**config.mk**
```make
export PLATFORM = sky130hd
export DESIGN_NAME = mux_nx1_rr
export DESIGN_NICKNAME = d
export VERILOG_FILES = /design/src/rtl/mux_pkg.sv /design/src/rtl/mux_nx1_rr_arbiter.sv /design/src/rtl/mux_nx1_rr.sv
export SDC_FILE = /design/constraint.sdc
export NUM_CORES = 1
export LEC_CHECK = 0
export ABC_AREA = 1
export CELL_PAD_IN_SITES_DETAIL_PLACEMENT = 1
export CELL_PAD_IN_SITES_GLOBAL_PLACEMENT = 2
export CORE_MARGIN = 5
export CORE_UTILIZATION = 24
export DETAILED_ROUTE_END_ITERATION = 10
export GPL_ROUTABILITY_DRIVEN = 0
export GPL_TIMING_DRIVEN = 0
export PLACE_DENSITY_LB_ADDON = 0.05
export SKIP_LAST_GASP = 1
export SYNTH_ARGS = -nofsm -noshare
export SYNTH_HDL_FRONTEND = slang
export SYNTH_HIERARCHICAL = 1
export SYNTH_SLANG_ARGS = --single-unit
```
**constraint.sdc**
```tcl
create_clock -name clk -period 4.2 [get_ports clk]
set_input_delay 0.84 -clock clk [delete_from_list [all_inputs] [get_ports clk]]
set_output_delay 0.84 -clock clk [all_outputs]
set_load 0.01 [all_outputs]
```
**src/rtl/mux_pkg.sv**
```systemverilog
// Shared definitions for the N:1 round-robin stream mux family:
// default sizing, the packet-lock state type and the wrap-around index helper.
package mux_pkg;

  localparam int N_CH_DEF  = 4;
  localparam int WIDTH_DEF = 8;

  typedef enum logic {
    ARB  = 1'b0,
    LOCK = 1'b1
  } lock_state_t;

  // Successor of idx in a ring of n entries (n-1 wraps to 0, any n >= 2).
  function automatic int next_idx(input int idx, input int n);
    return (idx + 1 >= n) ? 0 : idx + 1;
  endfunction

endpackage

```
**src/rtl/mux_nx1_rr_arbiter.sv**
```systemverilog
// Combinational round-robin arbiter: the first requester at or after ptr
// (wrapping modulo N_CH) wins. Works for any N_CH >= 2, power of two or not.
module rr_arbiter #(
  parameter int N_CH  = 4,
  parameter int SEL_W = $clog2(N_CH)
) (
  input  logic [N_CH-1:0]  req,
  input  logic [SEL_W-1:0] ptr,
  output logic [N_CH-1:0]  grant,
  output logic [SEL_W-1:0] grant_idx,
  output logic             any_req
);

  int   idx;
  logic hit;

  // Walk the ring starting at ptr; idx visits every channel exactly once,
  // so each grant bit is written exactly once per evaluation.
  always_comb begin
    grant     = '0;
    grant_idx = '0;
    any_req   = 1'b0;
    idx       = 0;
    hit       = 1'b0;
    for (int k = 0; k < N_CH; k++) begin
      idx        = int'(ptr) + k;
      idx        = (idx >= N_CH) ? idx - N_CH : idx;
      hit        = !any_req && req[idx];
      grant[idx] = hit;
      grant_idx  = hit ? SEL_W'(idx) : grant_idx;
      any_req    = any_req | req[idx];
    end
  end

endmodule

```
**src/rtl/mux_nx1_rr.sv**
```systemverilog
// N-channel valid/ready stream mux with round-robin arbitration and a single
// registered output stage. Optional packet locking (whole packets from one
// channel, delimited by in_last) is enabled with the macro MUX_PKT_LOCK_EN.
module mux_nx1_rr
  import mux_pkg::*;
#(
  parameter int N_CH  = N_CH_DEF,
  parameter int WIDTH = WIDTH_DEF,
  parameter int SEL_W = $clog2(N_CH)
) (
  input  logic                  clk,
  input  logic                  rst,
  input  logic [N_CH*WIDTH-1:0] in_data,
  input  logic [N_CH-1:0]       in_valid,
  output logic [N_CH-1:0]       in_ready,
  input  logic [N_CH-1:0]       in_last,
  output logic [WIDTH-1:0]      out_data,
  output logic                  out_valid,
  input  logic                  out_ready,
  output logic [SEL_W-1:0]      out_sel,
  output logic                  out_last
);

  logic             load;
  logic             xfer;
  logic [N_CH-1:0]  req;
  logic [N_CH-1:0]  grant;
  logic [SEL_W-1:0] grant_idx;
  logic [SEL_W-1:0] ptr;
  logic             any_req;
  logic [WIDTH-1:0] sel_data;
  logic             sel_last;

  // Output register can accept a beat when empty or when drained this cycle.
  assign load = !out_valid || out_ready;
  assign xfer = load && any_req;

  rr_arbiter #(
    .N_CH  (N_CH),
    .SEL_W (SEL_W)
  ) u_arb (
    .req       (req),
    .ptr       (ptr),
    .grant     (grant),
    .grant_idx (grant_idx),
    .any_req   (any_req)
  );

  // Route the granted channel's data to the output register input.
  always_comb begin
    sel_data = in_data[int'(grant_idx)*WIDTH +: WIDTH];
  end

  // Ready goes only to the winner, only when the output can load; forced low
  // while rst is high so producers see no handshake during reset.
  always_comb begin
    in_ready = (rst || !load) ? '0 : grant;
  end

`ifdef MUX_PKT_LOCK_EN
  lock_state_t      state;
  lock_state_t      state_nxt;
  logic [SEL_W-1:0] lock_ch;
  logic [SEL_W-1:0] lock_nxt;

  assign sel_last = in_last[grant_idx];

  // Inside a packet only the locked channel may compete.
  always_comb begin
    req = '0;
    if (state == LOCK) begin
      req[lock_ch] = in_valid[lock_ch];
    end else begin
      req = in_valid;
    end
  end

  // Packet-lock state register.
  always_ff @(posedge clk or posedge rst) begin
    if (rst) begin
      state   <= ARB;
      lock_ch <= '0;
    end else begin
      state   <= state_nxt;
      lock_ch <= lock_nxt;
    end
  end

  // Enter LOCK on a non-final beat, leave on the final beat of the packet.
  always_comb begin
    state_nxt = state;
    lock_nxt  = lock_ch;
    case (state)
      ARB: begin
        if (xfer && !sel_last) begin
          state_nxt = LOCK;
          lock_nxt  = grant_idx;
        end else begin
          state_nxt = ARB;
        end
      end
      LOCK: begin
        if (xfer && sel_last) begin
          state_nxt = ARB;
        end else begin
          state_nxt = LOCK;
        end
      end
      default: begin
        state_nxt = ARB;
        lock_nxt  = '0;
      end
    endcase
  end
`else
  logic unused_last;

  assign req         = in_valid;
  assign sel_last    = 1'b0;
  assign unused_last = ^in_last;
`endif

  // Output stage and priority pointer. The pointer moves past the winner on
  // every transfer; in LOCK the winner is lock_ch, so the packet's final beat
  // leaves ptr at lock_ch+1.
  always_ff @(posedge clk or posedge rst) begin
    if (rst) begin
      out_valid <= 1'b0;
      out_data  <= '0;
      out_sel   <= '0;
      out_last  <= 1'b0;
      ptr       <= '0;
    end else if (xfer) begin
      out_valid <= 1'b1;
      out_data  <= sel_data;
      out_sel   <= grant_idx;
      out_last  <= sel_last;
      ptr       <= SEL_W'(next_idx(int'(grant_idx), N_CH));
    end else if (load) begin
      out_valid <= 1'b0;
    end
  end

endmodule

```
==> run metrics <==
status finished clean; first drt pass iteration count 4; synth cell count leaders nand2_1 (93), inv_1 (51), nand3_1 (28), nand2_2 (15), dfrtp_1 (13); Ys Warns 6; crit path max fanout 11; DRC viols 0; CTS tree done; die width 91.0 um; Die ar. 0.00828 mm^2; Rel. slew slack 64.6%; post_cts resized 0; FMAX 0.260 GHz; Max Cap Viol 0; most frequent cell after synthesis nand2_1; Final TNS setup 0 ps; final setup fails 0; Antenna Cells 0; maximum buffer depth of the clock tree 2; RSZ-0062 raised after global routing false; pin count of the biggest net entering global routing 15; Via-to-Cell Ratio 4.19; Tot GR Track Use 11.7%; cell taking the most area after synthesis nand2_1; DRT antenna net count 0; register area share after synthesis 20.7%; Starting Density 24.8%; Distinct cells, synth 28; clock sink total 13; PwrDens 956 mW/mm^2; data required time of the worst path 3360 ps; Post-Route WL 4710 um; post-DP HPWL 3880 um; worst-skew pair later-pin latency 240 ps; Worst EP arrival 3000 ps; dpl ws 472 ps; root buf cell clkbuf_8; # hold bufs at CTS 0; die height 91.0 um; Final Hold Fails 0; core area 0.00635 mm^2; CP Launch Type flop; layout overhead on the synthesized area 42.7%; ys flop type dfrtp_1; syn_area_per_cell 6.11 um^2; Worst path top cell family by delay buffers and inverters; worst vdd ir 0.000385 V; Cells after Synth 258; vias in the first global route 1732; crit share post-route 91.4%; Slew Viols, Final 0; post-synth top area share 22.2%; worst min-delay path class flop to flop; WL per Instance 12.0 um; Port Buffer Count 53; H-tree lvl count 1; final core utilization 35.4%; Final Worst Setup Slack 361 ps; CP Cell Sequence inv_2, ha_1, inv_1, nand3_2, nand2_4, nor2_2, nor2_1, nor2_1, nand3_1, nand2_1, inv_1, nor2_1, clkdlybuf4s50_1; first-pass GRT wire length 8180 um; num rows 29; Iter 0 DRT Violations 51; worst slew pin tran 530 ps; Worst path slowest cell dfrtp_1; Clock transition at path regs 50 ps; final clock skew 3.11 ps; leakage 0.00124 uW; area of the mapped netlist 0.00158 mm^2; # nets final 368; slowest stage delay, CP 620 ps; CTS Buf Count 3; Ports 59; Yosys reg bits 13; Final Non-Filler Cells 392; critical path's most frequent cell nor2_1; syn_nets 310; vias 1641; asr flop ratio synth 100%; Synth area leaders nand2_1 (22%), dfrtp_1 (21%), inv_1 (12%); antenna violations before repair 0; EDFF count, synth 0; Post-CTS Setup Inserts 0; total grt overflow 0; cell total after placement 388; post-layout min period 3840 ps; kind of critical path flop to output port; share of cells above drive strength 1 14.0%; CP bufs+invs 4; CP Capture Type output port
power breakdown:
part           internal, uW  total (uW)  switching (uW)
logic                   696        1780            1080
clock network          67.0         111            44.1
registers               198         262            63.8
total                   961        2150            1190
worst reg2reg max path: cells and delay by family, from the launching register on:
family / cells / cell delay (ps)
buffers and inverters: 4 / 660
adder cells (fa/ha/maj): 1 / 430
AND/OR/NAND/NOR: 11 / 1050
flip-flops: 1 / 620
kinds of logic after synthesis:
logic type	Yosys count	synth area share, %
buf+inv	65	19.0
compound gates	10	3.97
fa+ha+maj	9	7.15
simple gates	160	49.0
flops	13	20.7
other cells	1	0.238
path summary, 6_finish.rpt:
path	slack, ps	from	depth (start not counted)	end
max reg2reg	1330	ptr[0]	16	out_data[4]
min reg2reg	480	out_data[0]	2	out_data[0]
min	480	out_data[0]	2	out_data[0]
max in group asynchronous	2910	rst	2	ptr[1]
min in group asynchronous	940	rst	2	out_data[4]
max	360	ptr[0]	13	in_ready[3]
per-layer routing:
| metal | global-route usage (%) | share of wire (%) | vias to the layer above |
|---|---|---|---|
| li1 | - | - | 885 |
| met1 | 18.0 | 54 | 715 |
| met2 | 17.4 | 41 | 39 |
| met3 | 1.74 | 4.8 | 2 |
| met4 | 1.83 | 0.45 | 0 |
| met5 | 0 | 0 | - |
placed cells by master (no fill, tap or decap):
cell / instances
nand2_2: 15
inv_6: 1
ha_1: 9
a31oi_2: 1
nand3_2: 5
inv_4: 1
nor2_8: 1
nor2_1: 8
o21a_1: 1
nand4_1: 4
conb_1: 1
dfrtp_1: 13
inv_1: 51
inv_2: 5
clkbuf_1: 1
a21oi_1: 2
nand2_4: 3
nand3_1: 28
nor2_2: 1
buf_12: 1
nand2b_1: 1
buf_2: 1
o21ai_1: 3
clkdlybuf4s50_1: 53
clkbuf_8: 3
o211ai_1: 1
o21ai_0: 2
buf_4: 2
nand3_4: 1
buf_6: 3
nand2_1: 93
state kept, by name (all words and copies together) (netlist names):
register   flops
out_valid      1
ptr            2
out_sel        2
out_data       8
final cells by class:
cell class,count,area [um^2]
Fill cell,858,4100
Tap cell,77,96.3
Timing Repair Buffer,53,531
Inverter,58,225
Clock buffer,4,45.0
Buffer,7,73.8
Sequential cell,13,325
Multi-Input combinational cell,180,951
metrics by stage:
| step | power (uW) | instance area (um^2) | hold WS (ps) |
|---|---|---|---|
| 2_1_floorplan | 1520 | 1580 | 515 |
| 3_3_place_gp | 2050 | 2200 | 465 |
| 3_5_place_dp | 2060 | 2200 | 467 |
| 4_1_cts | 2190 | 2250 | 483 |
| 5_1_grt | 2430 | 2250 | 511 |
| 6_report | 2150 | 2250 | 476 |
(Power assumes the default switching activity.)
